**config.mk**
```make
export PLATFORM = sky130hd
export DESIGN_NAME = mbist_march_ctrl
export DESIGN_NICKNAME = d
export VERILOG_FILES = /design/src/rtl/mbist_pkg.sv /design/src/rtl/mbist_resp_cmp.sv /design/src/rtl/mbist_march_ctrl.sv
export SDC_FILE = /design/constraint.sdc
export NUM_CORES = 1
export LEC_CHECK = 0
export ABC_AREA = 1
export ABC_CLOCK_PERIOD_IN_PS = 3100
export CAP_MARGIN = 40
export CORE_MARGIN = 2
export CORE_UTILIZATION = 45
export DETAILED_ROUTE_END_ITERATION = 16
export GPL_TIMING_DRIVEN = 0
export PLACE_DENSITY = 0.79
export RECOVER_POWER = 50
export SYNTH_ARGS = -nofsm -noshare
export SYNTH_HDL_FRONTEND = slang
export SYNTH_SLANG_ARGS = --single-unit
export TNS_END_PERCENT = 30
```
**constraint.sdc**
```tcl
create_clock -name clk -period 3.1 [get_ports clk]
set_input_delay 0.62 -clock clk [delete_from_list [all_inputs] [get_ports clk]]
set_output_delay 0.62 -clock clk [all_outputs]
set_load 0.02 [all_outputs]
```
**src/rtl/mbist_pkg.sv**
```systemverilog
// ---------------------------------------------------------------------------
// mbist_pkg
//   Shared types and the March C- element table for the MBIST sequencer.
//   state_t      : sequencer FSM states
//   march_elem_t : one march element (direction, op count, up to two ops)
//   MARCH_CM     : the six March C- elements in execution order
// ---------------------------------------------------------------------------
package mbist_pkg;

  typedef enum logic [2:0] {
    S_IDLE  = 3'd0,
    S_LOAD  = 3'd1,
    S_OP1   = 3'd2,
    S_OP2   = 3'd3,
    S_DRAIN = 3'd4,
    S_DONE  = 3'd5
  } state_t;

  // dir: 1 = ascending addresses. nops: 1 or 2 memory ops per address.
  // opN_we: 1 = write, 0 = read. opN_val: data background bit (all-0 / all-1).
  typedef struct packed {
    logic       dir;
    logic [1:0] nops;
    logic       op0_we;
    logic       op0_val;
    logic       op1_we;
    logic       op1_val;
  } march_elem_t;

  localparam int NUM_ELEM = 6;

  // E0 any(w0); E1 up(r0,w1); E2 up(r1,w0); E3 down(r0,w1); E4 down(r1,w0);
  // E5 any(r0). "Any" elements are run ascending.
  localparam march_elem_t MARCH_CM [NUM_ELEM] = '{
    '{dir: 1'b1, nops: 2'd1, op0_we: 1'b1, op0_val: 1'b0, op1_we: 1'b0, op1_val: 1'b0},
    '{dir: 1'b1, nops: 2'd2, op0_we: 1'b0, op0_val: 1'b0, op1_we: 1'b1, op1_val: 1'b1},
    '{dir: 1'b1, nops: 2'd2, op0_we: 1'b0, op0_val: 1'b1, op1_we: 1'b1, op1_val: 1'b0},
    '{dir: 1'b0, nops: 2'd2, op0_we: 1'b0, op0_val: 1'b0, op1_we: 1'b1, op1_val: 1'b1},
    '{dir: 1'b0, nops: 2'd2, op0_we: 1'b0, op0_val: 1'b1, op1_we: 1'b1, op1_val: 1'b0},
    '{dir: 1'b1, nops: 2'd1, op0_we: 1'b0, op0_val: 1'b0, op1_we: 1'b0, op1_val: 1'b0}
  };

  function automatic logic is_last_elem(input logic [2:0] elem);
    return (elem == 3'(NUM_ELEM - 1));
  endfunction

endpackage

```
**src/rtl/mbist_resp_cmp.sv**
```systemverilog
// ---------------------------------------------------------------------------
// mbist_resp_cmp
//   Read-response checker. A read issued in cycle N registers its expected
//   background, element index and address; the synchronous RAM returns data
//   in cycle N+1, where the compare is done. The first mismatch of a run is
//   captured into sticky fail/fail_elem/fail_addr.
// Ports
//   clk, rst        clock, asynchronous active-high reset
//   clr_i           clear fail record (new run accepted)
//   rd_vld_i        a read is issued this cycle
//   exp_i           expected background bit for that read
//   elem_i, addr_i  element index / address of that read
//   rdata_i         RAM read data (belongs to the previous cycle's read)
//   mismatch_o      first mismatch detected this cycle
//   fail_o, fail_elem_o, fail_addr_o   sticky first-fail record
// ---------------------------------------------------------------------------
module mbist_resp_cmp #(
  parameter int ADDR_W = 4,
  parameter int DATA_W = 8
) (
  input  logic              clk,
  input  logic              rst,
  input  logic              clr_i,
  input  logic              rd_vld_i,
  input  logic              exp_i,
  input  logic [2:0]        elem_i,
  input  logic [ADDR_W-1:0] addr_i,
  input  logic [DATA_W-1:0] rdata_i,
  output logic              mismatch_o,
  output logic              fail_o,
  output logic [2:0]        fail_elem_o,
  output logic [ADDR_W-1:0] fail_addr_o
);

  logic              vld_q;
  logic [DATA_W-1:0] exp_q;
  logic [2:0]        rd_elem_q;
  logic [ADDR_W-1:0] rd_addr_q;
  logic              fail_q;
  logic [2:0]        fail_elem_q;
  logic [ADDR_W-1:0] fail_addr_q;

  // Once a failure is recorded, later compares are masked so the record
  // always holds the first mismatch.
  assign mismatch_o = vld_q && (rdata_i != exp_q) && !fail_q;

  always_ff @(posedge clk or posedge rst) begin
    if (rst) begin
      vld_q       <= 1'b0;
      fail_q      <= 1'b0;
      fail_elem_q <= '0;
      fail_addr_q <= '0;
    end else begin
      vld_q <= rd_vld_i;
      if (clr_i) begin
        fail_q      <= 1'b0;
        fail_elem_q <= '0;
        fail_addr_q <= '0;
      end else if (mismatch_o) begin
        fail_q      <= 1'b1;
        fail_elem_q <= rd_elem_q;
        fail_addr_q <= rd_addr_q;
      end
    end
  end

  // Read context is pure data; it is only consumed when vld_q is set.
  always_ff @(posedge clk) begin
    if (rd_vld_i) begin
      exp_q     <= {DATA_W{exp_i}};
      rd_elem_q <= elem_i;
      rd_addr_q <= addr_i;
    end
  end

  assign fail_o      = fail_q;
  assign fail_elem_o = fail_elem_q;
  assign fail_addr_o = fail_addr_q;

endmodule

```
**src/rtl/mbist_march_ctrl.sv**
```systemverilog
// ---------------------------------------------------------------------------
// mbist_march_ctrl
//   March C- sequencer. Steers an external up/down address counter
//   (cnt_ld/cnt_ud/cnt_cen/cnt_d, reads back cnt_q/cnt_cout), issues the
//   memory ops of each march element and checks read data through
//   mbist_resp_cmp. Reports busy/done and the first failure.
// Ports
//   clk, rst            clock, asynchronous active-high reset
//   start               1-cycle pulse, accepted only when not busy
//   busy, done          run in progress / run finished (level)
//   fail, fail_elem, fail_addr   sticky first-mismatch record
//   cnt_ld, cnt_ud, cnt_cen, cnt_d   address counter controls
//   cnt_q, cnt_cout     counter value (current address) and terminal count
//   mem_cs, mem_we, mem_addr, mem_wdata, mem_rdata   synchronous RAM port
// ---------------------------------------------------------------------------
module mbist_march_ctrl
  import mbist_pkg::*;
#(
  parameter int ADDR_W = 4,
  parameter int DATA_W = 8
) (
  input  logic              clk,
  input  logic              rst,
  input  logic              start,
  output logic              busy,
  output logic              done,
  output logic              fail,
  output logic [2:0]        fail_elem,
  output logic [ADDR_W-1:0] fail_addr,
  output logic              cnt_ld,
  output logic              cnt_ud,
  output logic              cnt_cen,
  output logic [ADDR_W-1:0] cnt_d,
  input  logic [ADDR_W-1:0] cnt_q,
  input  logic              cnt_cout,
  output logic              mem_cs,
  output logic              mem_we,
  output logic [ADDR_W-1:0] mem_addr,
  output logic [DATA_W-1:0] mem_wdata,
  input  logic [DATA_W-1:0] mem_rdata
);

  state_t      state_q, state_d;
  logic [2:0]  elem_q, elem_d;
  march_elem_t cur;
  logic        clr;
  logic        adv;
  logic        op_val;
  logic        in_op;
  logic        rd_vld;
  logic        mismatch;

  assign cur = MARCH_CM[elem_q];

  always_ff @(posedge clk or posedge rst) begin
    if (rst) begin
      state_q <= S_IDLE;
      elem_q  <= '0;
    end else begin
      state_q <= state_d;
      elem_q  <= elem_d;
    end
  end

  always_comb begin
    state_d   = state_q;
    elem_d    = elem_q;
    clr       = 1'b0;
    adv       = 1'b0;
    op_val    = 1'b0;
    cnt_ld    = 1'b0;
    cnt_ud    = 1'b0;
    cnt_cen   = 1'b0;
    cnt_d     = '0;
    mem_cs    = 1'b0;
    mem_we    = 1'b0;
    mem_wdata = '0;

    unique case (state_q)
      S_IDLE, S_DONE: begin
        if (start) begin
          state_d = S_LOAD;
          elem_d  = '0;
          clr     = 1'b1;
        end
      end
      S_LOAD: begin
        cnt_ld  = 1'b1;
        cnt_cen = 1'b1;
        cnt_ud  = cur.dir;
        cnt_d   = cur.dir ? '0 : '1;
        state_d = S_OP1;
      end
      S_OP1: begin
        mem_cs    = 1'b1;
        mem_we    = cur.op0_we;
        op_val    = cur.op0_val;
        mem_wdata = {DATA_W{cur.op0_val}};
        cnt_ud    = cur.dir;
        if (cur.nops == 2'd2) state_d = S_OP2;
        else                  adv     = 1'b1;
      end
      S_OP2: begin
        mem_cs    = 1'b1;
        mem_we    = cur.op1_we;
        op_val    = cur.op1_val;
        mem_wdata = {DATA_W{cur.op1_val}};
        cnt_ud    = cur.dir;
        adv       = 1'b1;
      end
      S_DRAIN: begin
        state_d = S_DONE;
      end
      default: begin
        state_d = S_IDLE;
      end
    endcase

    // Last op at this address: either step the counter and loop back to
    // OP1, or, at terminal count, move to the next element (or drain).
    if (adv) begin
      if (cnt_cout) begin
        if (is_last_elem(elem_q)) begin
          state_d = S_DRAIN;
        end else begin
          elem_d  = elem_q + 3'd1;
          state_d = S_LOAD;
        end
      end else begin
        cnt_cen = 1'b1;
        state_d = S_OP1;
      end
    end

    // A failing compare aborts the run: the op of this cycle is dropped.
    if (mismatch && busy) begin
      mem_cs  = 1'b0;
      cnt_cen = 1'b0;
      state_d = S_DONE;
    end
  end

  assign busy     = (state_q == S_LOAD) || (state_q == S_OP1) ||
                    (state_q == S_OP2)  || (state_q == S_DRAIN);
  assign done     = (state_q == S_DONE);
  assign in_op    = (state_q == S_OP1) || (state_q == S_OP2);
  assign mem_addr = in_op ? cnt_q : '0;
  assign rd_vld   = mem_cs && !mem_we;

  mbist_resp_cmp #(
    .ADDR_W (ADDR_W),
    .DATA_W (DATA_W)
  ) u_resp_cmp (
    .clk         (clk),
    .rst         (rst),
    .clr_i       (clr),
    .rd_vld_i    (rd_vld),
    .exp_i       (op_val),
    .elem_i      (elem_q),
    .addr_i      (cnt_q),
    .rdata_i     (mem_rdata),
    .mismatch_o  (mismatch),
    .fail_o      (fail),
    .fail_elem_o (fail_elem),
    .fail_addr_o (fail_addr)
  );

endmodule

```
==> reports/qor.txt <==
Status: completed
Total GRT Usage: 17.9%
RR Startpoint: elem_q[0]
Worst Path Arrival: 2320 ps
P_int: 1020 µW
Crit start category: input port
CP Cell Sequence: clkdlybuf4s50_1 > nor2_1 > nand3_1 > nor2_1 > nor2_4 > nor2_1 > clkdlybuf4s50_1
Syn Std Cell Area: 1420 µm²
Warnings, synthesis: 0
RSZ-0062 raised after global routing: no
Worst setup startpoint: mem_rdata[1]
Max VDD drop: 0.697 mV
Via count: 1288
Setup Skew: 5.05 ps
Setup WS post-layout: 155 ps
Ant diodes: 0
Slowest cell on crit path: clkdlybuf4s50_1
Commonest non-fill, non-tap cells in the layout: 39 x nand2_1, 36 x clkdlybuf4s50_1, 23 x nand3_1
Slack of the worst reg-to-reg path: 1070 ps
# fillers: 265
Setup_tns: 0 ps
Die Y: 60.2 µm
Largest delay share family, worst path: buffers and inverters
Worst rel slew slack: 61.5%
Syn-to-layout area delta: 39.9%
Combinational power share: 64.1%
Initial Util: 46.9%
Drt drc: 0
Sequential Power Share: 28.2%
Crit. End Element: output pin
Detailed placement HPWL: 2280 µm
CP most frequent cell: nor2_1
Syn Nets: 197
Post-Layout Cell Count: 273
Final WL: 2910 µm
Cell row count: 20
Dpl ws: 70.5 ps
Largest net degree at the start of global routing: 16
Die area: 3620 µm²
MaxCap Viol Count: 0
Final Critical Period: 2940 ps
Total gr overflow: 0
Via density: 4.72
Clock Sinks: 23
Commonest non-fill, non-tap cell in the layout: nand2_1
Final nets: 251
Vias in the first global route: 1123
Stages on worst setup path: 7
Hold_buf cts: 0
First-pass GRT wire length: 4800 µm
Yosys cell types: 26
Final setup fails: 0
CTS buffer count: 3
Final hold vios: 0
Antenna Violating Nets Remaining: 0
Gate Count Post-Synth: 176
Clock Path Buffers: 2
Leak: 0.000978 µW
Max frequency: 0.340 GHz
Net Sw Frac: 46.2%
Clock share of power: 7.7%
Pre-Repair DR Iteration Count: 4
Initial antenna violation count: 0
Worst skew pair latency: 330 ps
Htree depth: 1
HP Class: reg2reg
Synth Register Bits: 23
Clock tree from TritonCTS: yes
Avg WL per Cell: 10.7 µm
Port bufs: 46
Placed insts: 269
Syn_area_per_cell: 8.06 µm²
Worst path bufs/invs: 2
Worst Hold Slack: 494 ps
Actual slew at the worst max-slew pin: 576 ps
P per Cell Area: 957 nW/µm²
Fin crit share: 95.0%
Clock transition at the registers of the reported paths: 130 ps
Crit path capture: mem_cs
Util after Layout: 65.6%
GPL Wtd Cong: 0.893
CTS Root Buffer Type: clkbuf_4
CP Max Fanout: 9
Psw: 878 µW
Slowest stage delay, CP: 610 ps
Core box area: 3030 µm²
I/O pin total: 47
FF-to-FF path depth: 6
Die outline width: 60.2 µm
Initial drt markers: 34
Final Max Slew Viols: 0
WS Path Type: in2out
Worst R2R End: u_resp_cmp.rd_elem_q[2]
Worst Path Required: 2480 ps
Setup Buffers After CTS: 0
Register area share after synthesis: 43.4%
Layout cells sized above 1: 18.8%
## power by group through the flow
stage | Clock (µW) | Combinational (µW) | Sequential [µW]
final | 146 | 1220 | 536
after global routing | 159 | 1340 | 554
after CTS | 150 | 1230 | 539
after detailed placement | 0 | 1230 | 539
after global placement | 0 | 1200 | 539
after floorplan | 0 | 738 | 560
## worst min-delay path: stages (launching register included)
cell	delay, ps
edfxtp_1	360
nand3_2	60
nand2_1	50
## cell type report
type / count / area, µm² / share of cell area (%)
sequential: 23 / 617 / 31.1
tap: 44 / 55.1 / 2.77
buffer: 12 / 93.8 / 4.73
clock inverter: 1 / 7.51 / 0.378
clock buffer: 3 / 22.5 / 1.13
inverter: 27 / 101 / 5.10
multi-input combinational: 114 / 619 / 31.2
timing repair buffer: 49 / 469 / 23.6
## cell usage after synthesis (all sizes together)
cell,n,share of area (%)
a21boi,1,0.53
a21oi,1,0.62
a31oi,1,0.44
and2,1,0.44
buf,12,6.6
clkinv,1,0.26
dfrtp,15,26
edfxtp,8,17
ha,5,4.4
inv,26,6.9
nand2,43,12
nand3,30,13
nand4,2,0.88
nor2,21,6.1
nor3,1,0.35
o21ai,6,2.4
o41ai,1,0.62
xor2,1,0.62
## registers in the layout (all words and copies together), names as in the netlist
register and cells:
elem_q 3, state_q 3, u_resp_cmp.exp_q 1, u_resp_cmp.fail_addr_o 4, u_resp_cmp.fail_elem_o 3, u_resp_cmp.fail_o 1
u_resp_cmp.rd_addr_q 4, u_resp_cmp.rd_elem_q 3, u_resp_cmp.vld_q 1
## stage by stage
step                instance area, µm²  power [µW]
floorplan                         1420        1300
global placement                  1930        1740
detailed placement                1950        1770
CTS                               1990        1920
global route                      1990        2060
finish                            1990        1900
## worst min path at each step
stage / startpoint / to / slack [ps] / cells past startpoint
floorplan: u_resp_cmp.rd_addr_q[0] / u_resp_cmp.fail_addr_o[0] / 460 / 2
global placement: u_resp_cmp.rd_addr_q[2] / u_resp_cmp.fail_addr_o[2] / 470 / 2
detailed placement: u_resp_cmp.rd_addr_q[1] / u_resp_cmp.fail_addr_o[1] / 470 / 2
CTS: u_resp_cmp.rd_addr_q[1] / u_resp_cmp.fail_addr_o[1] / 500 / 2
global route: u_resp_cmp.rd_addr_q[0] / u_resp_cmp.fail_addr_o[0] / 530 / 2
finish: u_resp_cmp.rd_addr_q[1] / u_resp_cmp.fail_addr_o[1] / 490 / 2
## cells by family (layout without fill, tap and decap cells)
logic type	count (synthesis)	after routing	synth area share, %
compound gates	10	10	4.59
flops	23	23	43.4
fa+ha+maj	5	5	4.41
xor+xnor	1	1	0.617
simple gates	98	98	33.2
buf+inv	39	92	13.8
## routing by layer
layer / GRT usage, % / share of wire (%) / wire, µm / vias up
li1: - / - / - / 658
met1: 22.8 / 45 / 1300 / 577
met2: 29.5 / 46 / 1350 / 48
met3: 1.30 / 6.5 / 188 / 5
met4: 10.5 / 2.5 / 72 / 0
met5: 0 / 0 / 0 / -
## timing repair
action,CTS,global route
pin swaps,0,0
gates resized for setup,8,1
endpoints found under the setup margin,8,1
(Power assumes the default switching activity.)
